## src/rtl/mac_engine.sv

```systemverilog
// Pipelined multiply-accumulate engine with flush/drain handshake and sticky overflow.
// Define MAC_SATURATE_EN to clamp the accumulator on overflow instead of wrapping.
module mac_engine #(
  parameter int unsigned DATA_W = 8,
  parameter int unsigned ACC_W  = 16,
  parameter int unsigned CNT_W  = 8
) (
  input  logic              clk,
  input  logic              rst,
  input  logic              in_valid,
  output logic              in_ready,
  input  logic [DATA_W-1:0] a,
  input  logic [DATA_W-1:0] b,
  input  logic              signed_mode,
  input  logic              clr,
  input  logic              flush,
  output logic [ACC_W-1:0]  acc_out,
  output logic              out_valid,
  output logic              done,
  output logic [CNT_W-1:0]  op_count,
  output logic              ovf
);

  localparam int unsigned PROD_W = 2 * DATA_W;

  if (ACC_W < PROD_W) begin : g_acc_w_check
    $error("mac_engine: ACC_W must be at least 2*DATA_W");
  end

  localparam logic [PROD_W-1:0] OPND_HI = ~PROD_W'({DATA_W{1'b1}});
  localparam logic [ACC_W-1:0]  PROD_HI = ~ACC_W'({PROD_W{1'b1}});
  localparam logic [ACC_W-1:0]  S_MAX   = {1'b0, {(ACC_W-1){1'b1}}};
  localparam logic [ACC_W-1:0]  S_MIN   = {1'b1, {(ACC_W-1){1'b0}}};
  localparam logic [ACC_W-1:0]  U_MAX   = {ACC_W{1'b1}};

  typedef enum logic [1:0] {RUN, DRAIN, DONE} state_t;

  state_t              state;
  logic                v1, v2;
  logic                m1, m2;
  logic [DATA_W-1:0]   a1, b1;
  logic [PROD_W-1:0]   p2;
  logic                accept;

  // Ready only in RUN; reset blocks acceptance immediately, not one edge later
  assign in_ready = (state == RUN) && !rst;
  assign accept   = in_valid && in_ready;

  // Stage 2 multiply: extend operands to product width so one multiplier serves both modes
  logic [PROD_W-1:0] ax_c, bx_c, prod_c;
  always_comb begin
    ax_c   = PROD_W'(a1) | ((m1 && a1[DATA_W-1]) ? OPND_HI : '0);
    bx_c   = PROD_W'(b1) | ((m1 && b1[DATA_W-1]) ? OPND_HI : '0);
    prod_c = ax_c * bx_c;
  end

  // Stage 3 add with mode-dependent overflow detection
  logic [ACC_W-1:0] ext_c, acc_nxt_c;
  logic [ACC_W:0]   sum_c;
  logic             ovf_c;
  always_comb begin
    ext_c = ACC_W'(p2) | ((m2 && p2[PROD_W-1]) ? PROD_HI : '0);
    sum_c = {1'b0, acc_out} + {1'b0, ext_c};
    if (m2) begin
      ovf_c = (acc_out[ACC_W-1] == ext_c[ACC_W-1]) && (sum_c[ACC_W-1] != acc_out[ACC_W-1]);
    end else begin
      ovf_c = sum_c[ACC_W];
    end
`ifdef MAC_SATURATE_EN
    if (ovf_c) begin
      if (m2) begin
        acc_nxt_c = acc_out[ACC_W-1] ? S_MIN : S_MAX;
      end else begin
        acc_nxt_c = U_MAX;
      end
    end else begin
      acc_nxt_c = sum_c[ACC_W-1:0];
    end
`else
    acc_nxt_c = sum_c[ACC_W-1:0];
`endif
  end

  always_ff @(posedge clk) begin
    if (rst) begin
      state     <= RUN;
      v1        <= 1'b0;
      v2        <= 1'b0;
      m1        <= 1'b0;
      m2        <= 1'b0;
      a1        <= '0;
      b1        <= '0;
      p2        <= '0;
      acc_out   <= '0;
      out_valid <= 1'b0;
      done      <= 1'b0;
      op_count  <= '0;
      ovf       <= 1'b0;
    end else begin
      v1 <= accept;
      if (accept) begin
        a1 <= a;
        b1 <= b;
        m1 <= signed_mode;
      end
      v2        <= v1 && !clr;
      p2        <= prod_c;
      m2        <= m1;
      out_valid <= v2 && !clr;
      done      <= 1'b0;

      if (clr) begin
        // Stage 1 survives so an operation accepted now starts the new sum
        acc_out  <= '0;
        op_count <= '0;
        ovf      <= 1'b0;
        state    <= RUN;
      end else begin
        if (v2) begin
          acc_out <= acc_nxt_c;
          ovf     <= ovf | ovf_c;
          if (op_count != {CNT_W{1'b1}}) begin
            op_count <= op_count + CNT_W'(1);
          end
        end
        case (state)
          RUN: begin
            if (flush) state <= DRAIN;
          end
          DRAIN: begin
            if (!v1 && !v2) begin
              state <= DONE;
              done  <= 1'b1;
            end
          end
          DONE:    state <= RUN;
          default: state <= RUN;
        endcase
      end
    end
  end

endmodule

```

## config.mk

```make
export PLATFORM = sky130hd
export DESIGN_NAME = mac_engine
export DESIGN_NICKNAME = d
export VERILOG_FILES = /design/src/rtl/mac_engine.sv
export SDC_FILE = /design/constraint.sdc
export NUM_CORES = 1
export LEC_CHECK = 0
export CORE_ASPECT_RATIO = 0.5
export CORE_UTILIZATION = 35
export DETAILED_ROUTE_END_ITERATION = 10
export GPL_TIMING_DRIVEN = 0
export PLACE_DENSITY = 0.63
export SLEW_MARGIN = 15
export SYNTH_ARGS = -nofsm -noshare
export SYNTH_HDL_FRONTEND = slang
export SYNTH_SLANG_ARGS = --single-unit
```

## constraint.sdc

```tcl
create_clock -name clk -period 7.8 [get_ports clk]
set_clock_uncertainty 0.2 [all_clocks]
set_input_delay 1.56 -clock clk [delete_from_list [all_inputs] [get_ports clk]]
set_output_delay 1.56 -clock clk [all_outputs]
set_load 0.02 [all_outputs]
```

-- Word level (Yosys, flattened, before mapping)
Cells that the tools add are included.
- add/sub/neg operators: 2
- multipliers: 1
- equality and inequality tests: 6
- mux-type cells: 7
- bitwise operators: 4
- reduce and logical (&&, ||, !) cells: 17
- operator list (kind ; number):
    $mux W16 ; 2
    $or A8 B16 Y16 ; 2
    $add A16 B16 Y17 ; 1
    $mul A16 B16 Y16 ; 1
    $add A8 B1 Y8 const B ; 1
    $logic_and A1 B1 Y1 ; 8
    $ne A8 B8 Y1 const B ; 1
    $logic_not A1 Y1 ; 4
    $mux W2 ; 2
    $ne A2 B2 Y1 const B ; 2
    $pmux W2 S2 ; 1
    $reduce_and A2 Y1 ; 2
    $reduce_or A3 Y1 ; 1
    $eq A2 B1 Y1 const B ; 1
    $logic_not A2 Y1 ; 1
    $mux W1 ; 2
    $reduce_or A2 Y1 ; 1
    $eq A1 B1 Y1 ; 1
    $ne A1 B1 Y1 ; 1
    $not A1 Y1 ; 1
    $or A1 B1 Y1 ; 1
- flip-flop bits (word level): 65
- input port bits: 22
- output and inout bits: 28
- logic and storage cells: 50

-- Longest topological paths before layout
- depth after elaboration: 5
- gate-level depth with buffers: 24
- gate-level depth less buffers: 23

-- Least setup slack after synthesis
No wires, ideal clock.
- path type: reg2reg
- start: register b1[3]
- end: register p2[14] (netlist: ext_c[14])
- library setup time: 0.121 ns
- arrival: 5.450 ns
- required time: 7.479 ns
- path slack: 2.029 ns
- cell stages (with the launch flop): 23
- path buffers: 1
- clock period less this slack: 5.771 ns
- path through: dfxtp_1 > clkbuf_1 > xor2_1 > and3_1 > ha_1 > inv_1 > fa_1 > inv_1 > fa_1 > inv_1 > fa_1 > inv_1 > fa_1 > inv_1 > fa_1 > inv_1 > ha_1 > a21o_1 > a21o_1 > a31o_2 > a21oi_1 > a21oi_1 > mux2_2
- word-level cells in the longest chain between the ends: 2
- RTL lines (element ; RTL line ; text):
    start, declared ; 41 ; logic [DATA_W-1:0] a1, b1;
    start signal, assigned ; 92 ; b1 <= '0;
    start signal, assigned ; 103 ; b1 <= b;
    $or A8 B16 Y16 ; 53 ; bx_c = PROD_W'(b1) | ((m1 && b1[DATA_W-1]) ? OPND_HI : '0);
    $mul A16 B16 Y16 ; 54 ; prod_c = ax_c * bx_c;
    end signal, assigned ; 107 ; p2 <= prod_c;
    end, declared ; 42 ; logic [PROD_W-1:0] p2;
No other way between the ends.
A chain may end at the register's enable or synchronous reset.

-- Final worst setup path
- start: register b1[3]
- end: register p2[15] (netlist: ext_c[15])
The elaborated chain is that of the path after synthesis.

==> impl_table.tex <==
\begin{tabular}{lr}
\hline
Metric & Value \\
\hline
\multicolumn{2}{l}{\textbf{Clock network}} \\
CTS sink count & 65 \\
CTS Hold Buffers Added & 0 \\
CTS clock-pin slew for the worst setup and hold paths & 0.05 ns \\
Post-CTS repair timing setup buffer count & 0 \\
Later-pin clock latency in the skew report & 0.33 ns \\
Inserted Clock Buffers & 9 \\
Cell at the root of the clock tree & sky130\_fd\_sc\_hd\_\_clkbuf\_16 \\
Maximum clock path buffer count & 2 \\
Count of cells resized by post-cts repair & 0 \\
CTS H-tree depth & 3 \\
TritonCTS clock tree & yes \\
\multicolumn{2}{l}{\textbf{Yosys}} \\
Share of synthesized area spent on multiplexers & 1.280\% \\
Async set-reset flop share out of synthesis & 0\% \\
Number of instances in the synthesized netlist & 754 \\
Dominant combinational cell family by area after synthesis & adder cells \\
Area fraction in compound gates after synthesis & 10.49\% \\
Most used flip-flop cell after synthesis & sky130\_fd\_sc\_hd\_\_dfxtp\_1 \\
Number of synthesized register bits & 65 \\
YS warnings & 0 \\
Synthesized Nets & 916 \\
Area share of and/or/nand/nor cells after synthesis & 18.12\% \\
Unique masters post-synth & 54 \\
Post-Synthesis Cell Area & 6548 um2 \\
Syn avg cell area & 8.684 um2 \\
Number of enable flip-flop cells after synthesis & 0 \\
Parity-gate share of the synthesized area counting xor and xnor cells & 6.631\% \\
Area share of fa/ha/maj cells after synthesis & 34.66\% \\
Part of the Yosys area used for sequential elements & 19.87\% \\
\multicolumn{2}{l}{\textbf{Route}} \\
Initial detailed-routing violation count & 200 \\
Post-detailed-route wirelength per cell & 13.86 um \\
Initial DRT Pass Iterations & 4 \\
Via-to-Cell Ratio & 4.807 \\
DRT antenna net count & 0 \\
Via count & 5057 \\
Total length of routed wires & 14.58 mm \\
Remaining design rule violation count & 0 \\
\multicolumn{2}{l}{\textbf{Placed design}} \\
Detailed Place HPWL & 12.05 mm \\
Placed Area & 7321 um2 \\
Routability cong. & 0.8774 \\
Count of buffers inserted at the top-level ports & 48 \\
\multicolumn{2}{l}{\textbf{Critical path}} \\
Required time reported for the critical path endpoint & 7.80 ns \\
Arrival time reported for the critical path endpoint & 6.43 ns \\
Maximum fanout along the worst path & 10 \\
CP Cell Sequence & clkbuf\_1 -> xor2\_1 -> and3\_1 -> ha\_1 -> inv\_1 -> fa\_1 -> inv\_1 -> fa\_1 -> inv\_1 -> fa\_1 -> inv\_1 -> fa\_1 -> inv\_1 -> fa\_1 -> inv\_1 -> ha\_1 -> a21o\_1 -> a21o\_1 -> a31oi\_1 -> a21oi\_1 -> a31oi\_1 -> xnor2\_1 -> nor2\_1 \\
Slowest cell on crit path & sky130\_fd\_sc\_hd\_\_fa\_1 \\
Most numerous cell on the critical path & sky130\_fd\_sc\_hd\_\_inv\_1 \\
Launching element type of the critical path & flop \\
Biggest cell delay along the critical path & 0.56 ns \\
Kind of critical path & flop to flop \\
Worst setup EP type & flop \\
Depth of the worst register-to-register path & 23 \\
\multicolumn{2}{l}{\textbf{Timing}} \\
Setup repair after global routing missed its margin & no \\
Number of endpoints with negative hold slack in the final report & 0 \\
Clock period minus worst slack & 6.432 ns \\
Minimum hold slack & 0.2607 ns \\
Highest attainable clock frequency & 155.5 MHz \\
Slew HR & 55.86\% \\
Post-route clock period utilization & 82.47\% \\
Slew Viols, Final & 0 \\
Number of endpoints failing setup at the final stage & 0 \\
Transition time of the tightest slew-check pin & 0.6603 ns \\
Total negative slack & 0 ns \\
\multicolumn{2}{l}{\textbf{Layout}} \\
Count of filler cells inserted in the layout & 1777 \\
Area of all placed cells without fillers & 7594 um2 \\
Core Util, Final & 42.60\% \\
Net count of the finished layout & 975 \\
Register area & 1301 um2 \\
Count of inserted antenna diode cells & 0 \\
Area Growth Syn to Fin & 15.98\% \\
Area occupied by multi-input gates & 4661 um2 \\
Proportion of layout cells with a drive suffix above 1 & 3.667\% \\
\multicolumn{2}{l}{\textbf{Hold path}} \\
Hold path cells & 1 \\
Hold/Removal Path Class & flop to flop \\
\multicolumn{2}{l}{\textbf{Global route}} \\
GRT Residual Overflow & 0 \\
Global-route wire length before repair & 24.76 mm \\
Met1 Usage GRT & 20.29\% \\
Global routing usage on met2 & 28.43\% \\
Antenna violations before repair & 0 \\
GRT Max-Usage Layer & met2 \\
Pin count of the biggest net entering global routing & 13 \\
Number of global-route vias before repair & 5175 \\
Total routing usage reported by global routing & 15.97\% \\
Met3 capacity usage during global routing & 2.498\% \\
\multicolumn{2}{l}{\textbf{Power and ir drop}} \\
Power per cell area & 120.3 nW/um2 \\
IR Drop Worst-Case VDD & 87.45 uV \\
Static power due to leakage & 3.470 nW \\
\multicolumn{2}{l}{\textbf{Floorplan}} \\
Die W & 195.4 um \\
Die Area & 19290 um2 \\
Number of top-level design ports & 50 \\
Initial Util & 36.73\% \\
Height of the die & 98.72 um \\
Total core area & 17820 um2 \\
Site Rows & 34 \\
\multicolumn{2}{l}{\textbf{Flow run}} \\
Max-cap check violation count & 0 \\
\multicolumn{2}{l}{\textbf{Status}} \\
Status & finished, final reports clean \\
\hline
\end{tabular}
## metrics by stage
step,power [mW],cells,setup WS (ns)
global placement,0.5550,1036,1.390
floorplan,0.4991,754,2.029
CTS,0.9242,1052,1.348
global route,0.9660,1052,0.9450
detailed placement,0.5570,1036,1.366
finish,0.9135,1052,1.368
## cells in the final DEF, fill, tap and decap left out, types with 9 or more instances in the layout
master                            synthesis  layout
sky130_fd_sc_hd__inv_1                  126     126
sky130_fd_sc_hd__xnor2_1                 33      33
sky130_fd_sc_hd__a21o_1                  11      11
sky130_fd_sc_hd__o21ai_0                 23      23
sky130_fd_sc_hd__and3_1                  10      10
sky130_fd_sc_hd__ha_1                    71      71
sky130_fd_sc_hd__fa_1                    69      69
sky130_fd_sc_hd__nor2_1                  53      53
sky130_fd_sc_hd__clkbuf_16                0       9
sky130_fd_sc_hd__a21oi_1                 27      27
sky130_fd_sc_hd__clkdlybuf4s50_1          0      48
sky130_fd_sc_hd__nand2b_1                15      15
sky130_fd_sc_hd__nor2b_1                 11      11
sky130_fd_sc_hd__xor2_1                  14      14
sky130_fd_sc_hd__nand2_1                 49      49
sky130_fd_sc_hd__dfxtp_1                 65      65
sky130_fd_sc_hd__and2_1                  57      57
sky130_fd_sc_hd__clkbuf_1                22      23
sky130_fd_sc_hd__nor3_1                  18      18
## layer usage
metal | up-vias | wire length (um)
met5 | - | 0
met3 | 15 | 518
met4 | 0 | 187
met2 | 70 | 7099
li1 | 2536 | -
met1 | 2436 | 6773
## synthesized netlist by cell type, types with 2 or more instances
library cell | number | area (um2)
sky130_fd_sc_hd__inv_1 | 126 | 473.0
sky130_fd_sc_hd__ha_1 | 71 | 888.4
sky130_fd_sc_hd__fa_1 | 69 | 1381
sky130_fd_sc_hd__dfxtp_1 | 65 | 1301
sky130_fd_sc_hd__and2_1 | 57 | 356.6
sky130_fd_sc_hd__nor2_1 | 53 | 198.9
sky130_fd_sc_hd__nand2_1 | 49 | 183.9
sky130_fd_sc_hd__xnor2_1 | 33 | 289.0
sky130_fd_sc_hd__a21oi_1 | 27 | 135.1
sky130_fd_sc_hd__o21ai_0 | 23 | 115.1
sky130_fd_sc_hd__clkbuf_1 | 22 | 82.58
sky130_fd_sc_hd__nor3_1 | 18 | 90.09
sky130_fd_sc_hd__nand2b_1 | 15 | 93.84
sky130_fd_sc_hd__xor2_1 | 14 | 122.6
sky130_fd_sc_hd__a21o_1 | 11 | 82.58
sky130_fd_sc_hd__nor2b_1 | 11 | 68.82
sky130_fd_sc_hd__and3_1 | 10 | 62.56
sky130_fd_sc_hd__a211oi_1 | 5 | 37.54
sky130_fd_sc_hd__mux2i_1 | 5 | 50.05
sky130_fd_sc_hd__nand3_1 | 5 | 25.02
sky130_fd_sc_hd__o21a_1 | 5 | 37.54
sky130_fd_sc_hd__o22ai_1 | 5 | 31.28
sky130_fd_sc_hd__a31oi_1 | 4 | 25.02
sky130_fd_sc_hd__buf_1 | 4 | 15.01
sky130_fd_sc_hd__nand4_1 | 4 | 25.02
sky130_fd_sc_hd__a41oi_1 | 3 | 26.28
sky130_fd_sc_hd__buf_2 | 3 | 15.01
sky130_fd_sc_hd__mux2_2 | 3 | 33.78
sky130_fd_sc_hd__o21bai_1 | 3 | 22.52
sky130_fd_sc_hd__or2_2 | 3 | 18.77
sky130_fd_sc_hd__or3_1 | 3 | 18.77
sky130_fd_sc_hd__nor3b_1 | 2 | 15.01
sky130_fd_sc_hd__o21ai_1 | 2 | 10.01
## power by group
part | total [mW] | internal [mW] | switching (mW)
registers | 0.362 | 0.347 | 0.0150
logic | 0.187 | 0.0774 | 0.110
clock network | 0.364 | 0.216 | 0.148
## logic make-up after synthesis
family                     Yosys count
AOI/OAI and AO/OA                  104
xor gates and xnor gates            48
adders and majority gates          140
buffers and inverters              155
DFF                                 65
muxes                                8
and+or+nand+nor                    234
## flip-flops by register name (all words and copies together) (netlist names)
register	cells
acc_out	16
ext_c	16
a1	8
b1	8
op_count	8
state	2
done	1
m1	1
m2	1
out_valid	1
ovf	1
v1	1
v2	1
## critical path: cells and delay by family, from the launching register on
| kind | cells | cell delay [ns] |
|---|---|---|
| xor+xnor | 2 | 0.30 |
| simple gates | 2 | 0.29 |
| flops | 1 | 0.36 |
| buf+inv | 7 | 0.80 |
| fa+ha+maj | 7 | 3.32 |
| compound gates | 5 | 1.02 |
## cell type report
type	count	share of cell area, %
multi-input cells	534	61.38
flip-flops and latches	65	17.14
repair buffers	48	6.327
inverters	126	6.228
well taps	234	3.856
clock buffers	10	3.015
plain buffers	29	1.483
clock inverters	6	0.5767
## path summary, 6_finish.rpt
check	from	slack [ns]	endpoint
max	b1[3]	1.37	ext_c[15]
min	v1	0.26	v2
max reg2reg	b1[3]	1.37	ext_c[15]
min reg2reg	v1	0.26	v2
No activity file was read; power rests on OpenSTA's default activity.
==> RTL change, RTL diff (same flow settings) <==
`DATA_W`: 8 -> 7.
--- a/src/rtl/mac_engine.sv
+++ b/src/rtl/mac_engine.sv
@@ -2,5 +2,5 @@
 // Define MAC_SATURATE_EN to clamp the accumulator on overflow instead of wrapping.
 module mac_engine #(
-  parameter int unsigned DATA_W = 8,
+  parameter int unsigned DATA_W = 7,
   parameter int unsigned ACC_W  = 16,
   parameter int unsigned CNT_W  = 8
Ports: changed (resized a and b); port bits go from 50 to 48. The function was not compared with the original's and may differ.
==> RTL change against the unedited design <==
  * Sequential power decreased by 7.5%
  * Design area decreased by 13%
  * Via count decreased by 15%
  * Routed wire length decreased by 21%
  * Area after synthesis decreased by 15%
  * Sequential cell count decreased by 4
  * Setup slack improved by 0.57 ns
  * Total power decreased by 5.3%
  * Critical endpoint is now p2[13]
  * Largest cell class unchanged
==> RTL change: results (changes against the unedited design) <==
sta:
  setup_ws_ns: 1.936  # +0.5684 ns
  tightest_slew_ns: 0.6823  # +0.02200 ns
  hold-worst-slack_ns: 0.2898  # +0.02907 ns
synthesis:
  yosysUniqueCellTypes: 50  # -7.4%
  synth_top_flop_cell: "dfxtp_1"
  syn-num-nets: 763  # -17%
  synth_common_cells: "inv_1 (89), dfxtp_1 (61), ha_1 (61), nand2_1 (61), fa_1 (52)"
  syn_inst: 630  # -16%
  ys_seq_area_share_pct: 21.94  # +2.1 points
  ys_warn_count: 0  # unchanged
  yosys-top-cells-area: "dfxtp_1 (22%), fa_1 (19%), ha_1 (14%), inv_1 (6.0%), and2_1 (4.4%)"
clock_tree:
  htree_levels: 3  # unchanged
  cts_root_buf: "clkbuf_16"
  clkTransAtPathRegs_ns: 0.06
  cts_resized: 0  # unchanged
  clk_latency_ns: 0.33  # about the same
critical_path:
  critPathSlowestCell: "fa_1"
  arrival_ns: 5.90  # -0.53 ns
  startpoint: "a1[2]"
  critPathCapture: "p2[13]"
  r2r_cells: 17  # -26%
  crit_fanout: 9  # -1
  crit_path_max_incr_delay_ns: 0.54  # -0.02 ns
min_path:
  hold_path_class: "flip-flop to flip-flop"
power_and_ir_drop:
  power.density_nw_per_um2: 131.5  # +9.3%
  peakVddDrop_uv: 96.21  # +10%
  switching_power_uw: 223.9  # -18%
  pg_seq_uw: 335  # -7.5%
  leakage_nw: 3.015  # -13%
  powerComb_uw: 130  # -30%
global_routing:
  antenna_found_initial: 0  # unchanged
  grt_pass1_wl_mm: 19.76  # -20%
  grt_max_degree: 11  # -2
  track_usage_pct: 14.70  # -1.3 points
  grt_pass1_vias: 4109  # -21%
routing:
  wire_per_inst_um: 12.87  # -7.1%
  first_iter_violations: 229  # +14%
  wl_mm: 11.52  # -21%
  vias: 4283  # -15%
placement:
  dp_cells: 880  # -15%
  hpwl_mm: 9.391  # -22%
  globalplace.congestion: 0.8078  # -7.9%
  place_area_um2: 6282  # -14%
  numPortBuffers: 46  # -4.2%
finish:
  post_route_cells_drive_above_1_share_pct: 4.631  # +0.96 points
  n_antenna_cell: 0  # unchanged
  top_regs: "acc_out (16), p2 (14), op_count (8)"
  layout.nets: 820  # -16%
  nFillCells: 1543  # -13%
status:
  status: "finished, final reports clean"
-- RTL change: changes by cell type in the layout (fill, tap and decap cells not counted), sizes merged, moves of 10 or more --
cell / unedited run / this run
inv: 127 / 89
nor2: 53 / 28
and2: 57 / 39
fa: 69 / 52
xnor2: 33 / 17
nand3b: 1 / 14
nand2: 49 / 61
nand2b: 15 / 4
a21oi: 28 / 18
ha: 71 / 61
-- RTL change: logic make-up (layout without fill, tap and decap cells) --
logic type               after synthesis  count (layout)  share of synthesized area [%]
buffers and inverters                114             175                          7.777
XOR/XNOR                              32              32                          5.529
flip-flops                            61              61                          21.94
multiplexers                           7               7                          1.304
AO/OA/AOI/OAI                        107             107                          12.99
AND/OR/NAND/NOR                      196             196                          18.05
adder cells (fa/ha/maj)              113             113                          32.41
-- RTL change: cell type report --
cell class	count	area, um2	share of cell area (%)
multi-input cells	455	3913	59.44
flip-flops and latches	61	1221	18.55
repair buffers	46	460.4	6.995
inverters	89	334.1	5.075
well taps	204	255.2	3.878
clock buffers	11	252.7	3.840
plain buffers	25	98.84	1.502
clock inverters	4	47.55	0.7223
-- RTL change: worst reg2reg max path, cell delays in order (launching register included) --
cell      delay [ns]
dfxtp_1         0.30
clkbuf_1        0.33
and3_1          0.21
clkbuf_1        0.27
mux2_2          0.38
ha_1            0.18
a31oi_1         0.26
fa_1            0.46
fa_1            0.48
fa_1            0.52
fa_1            0.51
fa_1            0.54
inv_1           0.05
ha_1            0.33
a21oi_1         0.21
inv_1           0.08
a211o_1         0.26
o21ai_0         0.21
-- RTL change: routing by layer --
metal	vias up	share of wire, %	track usage [%]
met2	39	47	24.00
met3	2	2.4	2.367
met1	2038	50	20.26
li1	2204	-	-
met4	0	0.31	3.561
met5	-	0	0
